### config.mk
export PLATFORM = sky130hd
export DESIGN_NAME = deserializador_4b
export DESIGN_NICKNAME = d
export VERILOG_FILES = /design/src/rtl/deserializador_4b.sv
export SDC_FILE = /design/constraint.sdc
export NUM_CORES = 1
export LEC_CHECK = 0
export ABC_CLOCK_PERIOD_IN_PS = 2800
export CORE_AREA = 2 2 39 41
export DETAILED_ROUTE_END_ITERATION = 12
export DIE_AREA = 0 0 41 43
export PLACE_DENSITY_LB_ADDON = 0.15
export SETUP_SLACK_MARGIN = 0.05
export SLEW_MARGIN = 20
export SYNTH_ARGS = -nofsm -noshare
export SYNTH_HDL_FRONTEND = slang
export SYNTH_SLANG_ARGS = --single-unit
### constraint.sdc
create_clock -name i_clk -period 2.8 [get_ports i_clk]
set_input_delay 0.56 -clock i_clk [delete_from_list [all_inputs] [get_ports i_clk]]
set_output_delay 0.56 -clock i_clk [all_outputs]
set_load 0.005 [all_outputs]
### src/rtl/deserializador_4b.sv
// rtl/deserializador_4b.sv - 4-bit serial-to-parallel converter with ready/valid output and sticky overrun.
// Optional build macro DESERIALIZADOR_MSB_FIRST_EN: first received bit lands in o_data[3].
module deserializador_4b (
  input  logic       i_clk,
  input  logic       i_rst,
  input  logic       i_dato,
  input  logic       i_valido,
  input  logic       i_limpiar,
  input  logic       i_listo,
  output logic [3:0] o_data,
  output logic       o_valido,
  output logic [1:0] o_indice,
  output logic       o_overrun
);

  logic [3:0] acc_q, acc_d;
  logic [1:0] idx_q, idx_d;
  logic [3:0] data_q, data_d;
  logic       valid_q, valid_d;
  logic       overrun_q, overrun_d;

  logic [1:0] pos;
  logic [3:0] word_next;
  logic       accept;
  logic       complete;
  logic       transfer;

`ifdef DESERIALIZADOR_MSB_FIRST_EN
  assign pos = 2'd3 - idx_q;
`else
  assign pos = idx_q;
`endif

  assign accept   = i_valido & ~i_limpiar;
  assign complete = accept & (idx_q == 2'd3);
  assign transfer = valid_q & i_listo;

  always_comb begin
    word_next      = acc_q;
    word_next[pos] = i_dato;
  end

  always_comb begin
    acc_d     = acc_q;
    idx_d     = idx_q;
    data_d    = data_q;
    valid_d   = valid_q;
    overrun_d = overrun_q;

    if (i_limpiar) begin
      acc_d = 4'b0000;
      idx_d = 2'd0;
    end else if (accept) begin
      idx_d = idx_q + 2'd1;
      acc_d = complete ? 4'b0000 : word_next;
    end

    // A completing word wins over a simultaneous take; it only overruns when nobody took the old word.
    if (complete) begin
      data_d  = word_next;
      valid_d = 1'b1;
      if (valid_q && !i_listo) begin
        overrun_d = 1'b1;
      end
    end else if (transfer) begin
      valid_d = 1'b0;
    end
  end

  always_ff @(posedge i_clk) begin
    if (i_rst) begin
      acc_q     <= 4'b0000;
      idx_q     <= 2'd0;
      data_q    <= 4'b0000;
      valid_q   <= 1'b0;
      overrun_q <= 1'b0;
    end else begin
      acc_q     <= acc_d;
      idx_q     <= idx_d;
      data_q    <= data_d;
      valid_q   <= valid_d;
      overrun_q <= overrun_d;
    end
  end

  assign o_data    = data_q;
  assign o_valido  = valid_q;
  assign o_indice  = idx_q;
  assign o_overrun = overrun_q;

endmodule

Word-level counts from Yosys, hierarchy flattened
Cells that the tools add are included.
{"block": "classes", "n_addsub": 1, "magnitude_cmp": 2, "eq_ne": 1, "mux": 6, "bitwise": 4, "n_reduce_logical": 6}
{"cell": "bitwise mux 4 bit", "count": 1}
{"cell": "2-to-1 mux 4 bit", "count": 1}
{"cell": "bitwise AND 1 bit", "count": 3}
{"cell": "< comparator 2 x 3 -> 1 bit (second input constant)", "count": 1}
{"cell": "2-to-1 mux 1 bit", "count": 3}
{"cell": "adder 2 x 1 -> 2 bit (second input constant)", "count": 1}
{"cell": "demux 1 bit (select 2 bit)", "count": 1}
{"cell": "equality test 2 bit (second input constant)", "count": 1}
{"cell": "greater-or-equal comparator 2 x 1 -> 1 bit (second input constant)", "count": 1}
{"cell": "logical AND 1 bit", "count": 2}
{"cell": "AND reduction 2 bit", "count": 1}
{"cell": "nonzero test 2 bit", "count": 1}
{"cell": "OR reduction 2 bit", "count": 1}
{"cell": "logical NOT 1 bit", "count": 1}
{"cell": "NOT 1 bit", "count": 1}
{"block": "word_totals", "ff_bits": 12, "output_inout_bits": 8}

Longest topological paths before layout
Gate-level depths: netlist of run 1.
{"block": "depth", "word_depth": 6, "ltp_mapped": 5, "mapped_depth_nobuf": 5}

Worst setup path after synthesis of run 1
OpenSTA, ideal clock, no wires.
{"block": "synth_timing", "path_kind": "reg-to-reg", "startpoint": "register idx_q[0], in the netlist o_indice[0]", "endpoint": "register data_q[3], in the netlist o_data[3]", "setup_ns": 0.114, "t_arrival_ns": 1.124, "required_ns": 2.686, "setup_slack_ns": 1.562, "stages_incl_launch_ff": 6, "n_path_buf": 1, "synth_period_minus_slack_ns": 1.238, "path_cell_list": "dfxtp_1 ha_1 and3b_1 buf_6 mux2i_1 nor2_1"}
{"block": "synth_between", "elab_chain_len": 5}
{"item": "start: declaration", "line_no": "17", "text": "logic [1:0] idx_q, idx_d;"}
{"item": "start signal: assignment", "line_no": "79", "text": "idx_q <= idx_d;"}
{"item": "< comparator 2 x 3 -> 1 bit (implied by the code) or greater-or-equal comparator 2 x 1 -> 1 bit (tied branches)", "line_no": "40", "text": "word_next[pos] = i_dato;"}
{"item": "logical AND 1 bit (implied by the code)", "line_no": "40"}
{"item": "2-to-1 mux 1 bit (implied by the code)", "line_no": "40"}
{"item": "demux 1 bit (select 2 bit)", "line_no": "40"}
{"item": "bitwise mux 4 bit", "line_no": "40"}
{"item": "end signal: assignment", "line_no": "80", "text": "data_q <= data_d;"}
{"item": "end: declaration", "line_no": "18", "text": "logic [3:0] data_q, data_d;"}
Several ways; a longest one is shown, not always the timed one.
A chain may end at the register's enable or synchronous reset.

Final worst setup path of run 1
{"block": "layout_timing", "startpoint": "register idx_q[0], in the netlist o_indice[0]", "endpoint": "output port o_indice[0]"}
{"item": "end: declaration", "line_no": "12", "text": "output logic [1:0] o_indice,"}
No word-level cell between the ends.

==> results of run 1 <==
## worst min-delay path, stage by stage (launching register included)
cell	delay, ns
dfxtp_1	0.33
a31oi_1	0.04
nor2_1	0.07
## kinds of logic (layout without fill, tap and decap cells)
group / count (synthesis) / in the layout / synth area share
simple gates: 18 / 18 / 0.172
compound gates: 11 / 11 / 0.126
fa+ha+maj: 4 / 4 / 0.0985
mux: 5 / 5 / 0.0985
xor+xnor: 1 / 1 / 0.0172
flops: 11 / 11 / 0.433
buf+inv: 5 / 20 / 0.0542
## Yosys cell counts (all sizes together)
library cell	n	area, um^2
and4bb	1	12.5
nor2	11	41.3
a211oi	3	22.5
and3b	1	8.76
or2b	1	7.51
mux2i	5	50.1
inv	3	11.3
or2	1	6.26
xnor2	1	8.76
a21oi	4	20.0
nand2	3	11.3
a31oi	1	6.26
ha	4	50.1
buf	2	16.3
dfxtp	11	220
o21ai	3	15.0
## per-layer routing
metal	track usage	wire length, um	vias to the layer above
met3	0.0942	76	2
met2	0.181	428	12
met1	0.144	372	180
met4	0.0800	13	0
li1	-	-	216
met5	0	0	-
## worst max-delay path by stage
stage	startpoint	to	slack, ns	cells past startpoint
after CTS	o_indice[0]$_SDFFE_PP0P_	o_indice[0]	1.01	1
after detailed placement	i_valido	o_data[2]$_SDFFE_PP0P_	0.89	4
after global routing	o_indice[0]$_SDFFE_PP0P_	o_indice[0]	0.99	1
final	o_indice[0]$_SDFFE_PP0P_	o_indice[0]	1.03	1
after floorplan	o_indice[0]$_SDFFE_PP0P_	o_data[3]$_SDFFE_PP0P_	1.56	5
after global placement	i_valido	o_data[3]$_SDFFE_PP0P_	0.93	4
## sequential cells by signal (all words and copies together) (netlist names)
signal     flops
o_data         4
o_overrun      1
acc_q          3
o_indice       2
o_valido       1
## per-stage QoR
| stage | power (mW) | worst slack [ns] |
|---|---|---|
| 6_report | 0.291 | 1.03 |
| 5_1_grt | 0.310 | 0.985 |
| 4_1_cts | 0.297 | 1.01 |
| 3_3_place_gp | 0.190 | 0.934 |
| 3_5_place_dp | 0.190 | 0.887 |
| 2_1_floorplan | 0.176 | 1.56 |
## power breakdown
| part | total, mW | switching [mW] | internal [mW] |
|---|---|---|---|
| registers | 0.159 | 0.00154 | 0.158 |
| logic | 0.0268 | 0.0117 | 0.0151 |
| clock network | 0.105 | 0.0494 | 0.0551 |
| total | 0.291 | 0.0627 | 0.228 |
## final cells by class
cell class / instances / share of cell area
well taps: 16 / 0.0300
multi-input cells: 39 / 0.390
flip-flops and latches: 11 / 0.330
clock buffers: 4 / 0.0393
repair buffers: 13 / 0.195
inverters: 3 / 0.0169
==> summary.txt, run 1 <==
outcome -> finished clean
fraction of layout cells with a size suffix above 1 -> 0.0714
Skew-Pair Late Insertion Delay -> 0.26 ns
CP cell instances -> clkdlybuf4s50_1
combined global-route utilization of all metal layers -> 0.133
clock tree root driver cell -> clkbuf_4
pwr/cell area -> 435 nW/um^2
nature of the critical path startpoint -> register
Antenna Cells -> 0
Final Hold Slack -> 0.474 ns
total of flip-flops plus latches after synthesis -> 11
Port Buffers -> 13
via count -> 410
post-DR vias/cell -> 4.77
number of placed instances with taps included -> 82
startpoint of the worst-slack reg-to-reg timing path -> o_indice[0]$_SDFFE_PP0P_
Final #Nets -> 81
RSZ-0062 raised after global routing -> false
starting utilization of the core area -> 0.367
Reg2Reg Capture Point -> o_data[2]$_SDFFE_PP0P_
number of global-route vias before repair -> 377
total number of H-tree levels -> 1
total DRC errors in the routed layout -> 0
leading cell types in the layout, fill and taps excluded -> clkdlybuf4s50_1, nor2_1, dfxtp_1, mux2i_1
clock tree from TritonCTS -> yes
warnings from Yosys -> 0
post-route insts no fill -> 86
maximum number of pins on one net before global-route repair -> 10
data arrival at the endpoint of the critical path -> 1.21 ns
CTS clk-pin slew, worst paths -> 0.07 ns
sequential cell area in the final layout -> 220 um^2
y dimension of the die -> 43 um
number of failing setup endpoints in the final timing report -> 0
slowest library cell on the worst path -> clkdlybuf4s50_1
post-detailed-routing wire length -> 890 um
critical hold path startpoint -> o_overrun$_SDFFE_PP0P_
WL/cell -> 10.3 um
initial antenna violation count -> 0
fraction of the core area covered by cells at the end of the flow -> 0.483
flop-to-flop setup slack -> 1.37 ns
post-layout minimum cycle time -> 1.77 ns
Hold Crit Endpoint -> o_overrun$_SDFFE_PP0P_
fin area -> 668 um^2
synthesized area per cell -> 9.24 um^2
cts bufs inserted -> 3
worst hold path type -> reg2reg
count of max-cap constraint violations -> 0
headroom to the max-slew limit -> 0.793
DRT iter0 DRCs -> 2
slew of the pin with the lowest slew margin -> 0.311 ns
leak pwr -> 0.248 nW
number of distinct library cells after synthesis -> 17
total negative slack -> 0 ns
count of cells along the worst hold path -> 2
ports placed on the boundary -> 14
Post-DRT Antenna Nets -> 0
die outline area -> 1760 um^2
Layout Skew -> 0.00129 ns
timing-limited maximum frequency -> 0.566 GHz
remaining global-route overflow -> 0
Std-Cell Rows -> 14
stage delay of the slowest cell on the critical path -> 0.53 ns
multi-input gate area in the final layout -> 260 um^2
Placer Congestion -> 0.796
postcts setup bufs -> 0
TritonRoute pass-1 iters -> 2
Post-Synthesis Net Count -> 65
maximum net fanout on the critical path -> 5
global-route wire length before repair -> 1500 um
commonest non-fill, non-tap cell in the layout -> clkdlybuf4s50_1
sinks on the clock net -> 11
IR drop worst, VDD -> 0.341 mV
part of the cycle the worst path needs -> 0.631
family with the most delay on the worst path -> buffers and inverters
Worst Setup End Kind -> output port
portion of the post-synthesis area used by sequential elements -> 0.433
number of filler cells placed in the layout -> 150
clk buf depth -> 2
relative area change from synthesis to final layout -> 31.5%
mapped cell area -> 508 um^2
Die Wd -> 41 um
final hold violation count -> 0
Worst EP required -> 2.24 ns
critical path type -> reg2out
CTS Hold Bufs -> 0
Post-Place Cell Area -> 642 um^2
post-cts gate resize count -> 0
placeable core region -> 1380 um^2
depth of the worst register-to-register path -> 4
number of buffer and inverter stages on the critical path -> 1
max-slew violations -> 0
instance count of the mapped netlist -> 55
(Power assumes the default switching activity.)
==> run 2, diff against run 1 <==
--- a/config.mk
+++ b/config.mk
@@ -5,10 +5,10 @@
 export SDC_FILE = /design/constraint.sdc
 export NUM_CORES = 1
 export LEC_CHECK = 0
-export ABC_CLOCK_PERIOD_IN_PS = 2800
-export CORE_AREA = 2 2 39 41
+export ABC_CLOCK_PERIOD_IN_PS = 1500
+export CORE_MARGIN = 1
+export CORE_UTILIZATION = 39
 export DETAILED_ROUTE_END_ITERATION = 12
-export DIE_AREA = 0 0 41 43
 export PLACE_DENSITY_LB_ADDON = 0.15
 export SETUP_SLACK_MARGIN = 0.05
 export SLEW_MARGIN = 20
==> constraint.sdc (replaced) <==
create_clock -name i_clk -period 1.5 [get_ports i_clk]
set_input_delay 0.3 -clock i_clk [delete_from_list [all_inputs] [get_ports i_clk]]
set_output_delay 0.3 -clock i_clk [all_outputs]
set_load 0.005 [all_outputs]
==> run 2 against run 1 <==
Sequential share of layout area shrank 1.1 points. Setup slack got worse by 0.96 ns. Design area grew 7.7%. Critical path depth stayed put. Via count fell by 1.5%. Die area shrank 18%. Flip-flop and latch count unchanged. Global-route usage rose by 2.9 points. Routed wire length is 9.6% higher. Critical path type unchanged.
==> summary.txt, run 2 (synthesis results as in run 1) <==
post-detailed-routing wire length -> 975 um
total negative slack -> 0 ns
die outline area -> 1450 um^2
Antenna Cells -> 0
Std-Cell Rows -> 12
sequential cell area in the final layout -> 229 um^2
fraction of the core area covered by cells at the end of the flow -> 0.622
clk buf depth -> 2
post-DR vias/cell -> 4.49
headroom to the max-slew limit -> 0.818
Post-DRT Antenna Nets -> 0
commonest non-fill, non-tap cell in the layout -> clkdlybuf4s50_1
global-route wire length before repair -> 1570 um
Final #Nets -> 87
post-layout minimum cycle time -> 1.43 ns
critical hold path startpoint -> o_overrun$_SDFFE_PP0P_
outcome -> finished clean
part of the cycle the worst path needs -> 0.951
max-slew violations -> 0
number of failing setup endpoints in the final timing report -> 0
TritonRoute pass-1 iters -> 2
count of cells along the worst hold path -> 2
number of buffer and inverter stages on the critical path -> 1
Port Buffers -> 13
IR drop worst, VDD -> 0.505 mV
Placer Congestion -> 0.770
timing-limited maximum frequency -> 0.701 GHz
combined global-route utilization of all metal layers -> 0.162
final hold violation count -> 0
DRT iter0 DRCs -> 5
depth of the worst register-to-register path -> 5
Die Wd -> 38.1 um
clock tree root driver cell -> clkbuf_4
starting utilization of the core area -> 0.439
CTS clk-pin slew, worst paths -> 0.07 ns
Worst EP required -> 1.20 ns
Layout Skew -> 0.00139 ns
Reg2Reg Capture Point -> acc_q[2]$_SDFFE_PP0P_
RSZ-0062 raised after global routing -> true
Hold Crit Endpoint -> o_overrun$_SDFFE_PP0P_
Worst Setup End Kind -> output port
Skew-Pair Late Insertion Delay -> 0.26 ns
remaining global-route overflow -> 0
via count -> 404
sinks on the clock net -> 11
Largest register FFs -> 4
postcts setup bufs -> 0
data arrival at the endpoint of the critical path -> 1.13 ns
slew of the pin with the lowest slew margin -> 0.273 ns
fraction of layout cells with a size suffix above 1 -> 0.184
flop-to-flop setup slack -> 0.22 ns
multi-input gate area in the final layout -> 260 um^2
number of filler cells placed in the layout -> 99
WL/cell -> 10.8 um
maximum net fanout on the critical path -> 5
Final Hold Slack -> 0.474 ns
placeable core region -> 1160 um^2
Levels on crit path -> 1
startpoint of the worst-slack reg-to-reg timing path -> o_indice[0]$_SDFFE_PP0P_
worst hold path type -> reg2reg
family with the most delay on the worst path -> buffers and inverters
count of max-cap constraint violations -> 0
stage delay of the slowest cell on the critical path -> 0.50 ns
critical path type -> reg2out
pwr/cell area -> 767 nW/um^2
clock tree from TritonCTS -> yes
relative area change from synthesis to final layout -> 41.6%
ports placed on the boundary -> 14
CP cell instances -> clkdlybuf4s50_1
slowest library cell on the worst path -> clkdlybuf4s50_1
number of global-route vias before repair -> 332
post-detail-place hpwl -> 752 um
leading cell types in the layout, fill and taps excluded -> clkdlybuf4s50_1, nor2_1, dfxtp_1, buf_4, mux2i_1
leak pwr -> 0.280 nW
initial antenna violation count -> 0
nature of the critical path startpoint -> register
maximum number of pins on one net before global-route repair -> 9
total DRC errors in the routed layout -> 0
total number of H-tree levels -> 1
y dimension of the die -> 38.1 um
cts bufs inserted -> 3
## run 2: metrics by stage
step	setup slack (ns)	instance area, um^2	power (mW)	instances
after floorplan	0.262	508	0.329	55
after global placement	-0.0275	684	0.363	86
after detailed placement	-0.0377	684	0.363	86
after CTS	0.0515	713	0.559	90
after global routing	0.0443	719	0.577	90
final	0.0740	719	0.551	90
## run 2: area by class of cell
| class | instances | area share |
|---|---|---|
| clock buffer | 4 | 0.0365 |
| inverter | 3 | 0.0157 |
| multi-input combinational | 39 | 0.362 |
| sequential | 11 | 0.318 |
| tap | 14 | 0.0243 |
| timing repair buffer | 19 | 0.243 |
## run 2: power by group
| part | internal [mW] | switching, mW | total [mW] |
|---|---|---|---|
| clock network | 0.103 | 0.0946 | 0.197 |
| logic | 0.0350 | 0.0240 | 0.0590 |
| registers | 0.292 | 0.00296 | 0.295 |
| total | 0.430 | 0.121 | 0.551 |
## run 2: metal layers
metal / part of all wire / vias up / GRT usage
li1: - / 226 / -
met3: 0.044 / 2 / 0.0407
met5: 0 / - / 0
met2: 0.44 / 8 / 0.220
met1: 0.50 / 168 / 0.223
met4: 0.011 / 0 / 0.107
## run 2: timing repair
item / in CTS / in global routing
setup endpoints to repair: 2 / 3
pin swaps: 0 / 0
resized for setup: 2 / 3
hold buffers: 0 / 0
## run 2: how the worst max path moves through the flow
stage | startpoint | to | slack, ns
2_1_floorplan | o_indice[0]$_SDFFE_PP0P_ | o_data[3]$_SDFFE_PP0P_ | 0.26
3_3_place_gp | i_limpiar | o_overrun$_SDFFE_PP0P_ | -0.03
3_5_place_dp | i_limpiar | o_overrun$_SDFFE_PP0P_ | -0.04
4_1_cts | o_indice[0]$_SDFFE_PP0P_ | o_indice[0] | 0.05
5_1_grt | o_indice[0]$_SDFFE_PP0P_ | o_indice[0] | 0.04
6_report | o_indice[0]$_SDFFE_PP0P_ | o_indice[0] | 0.07
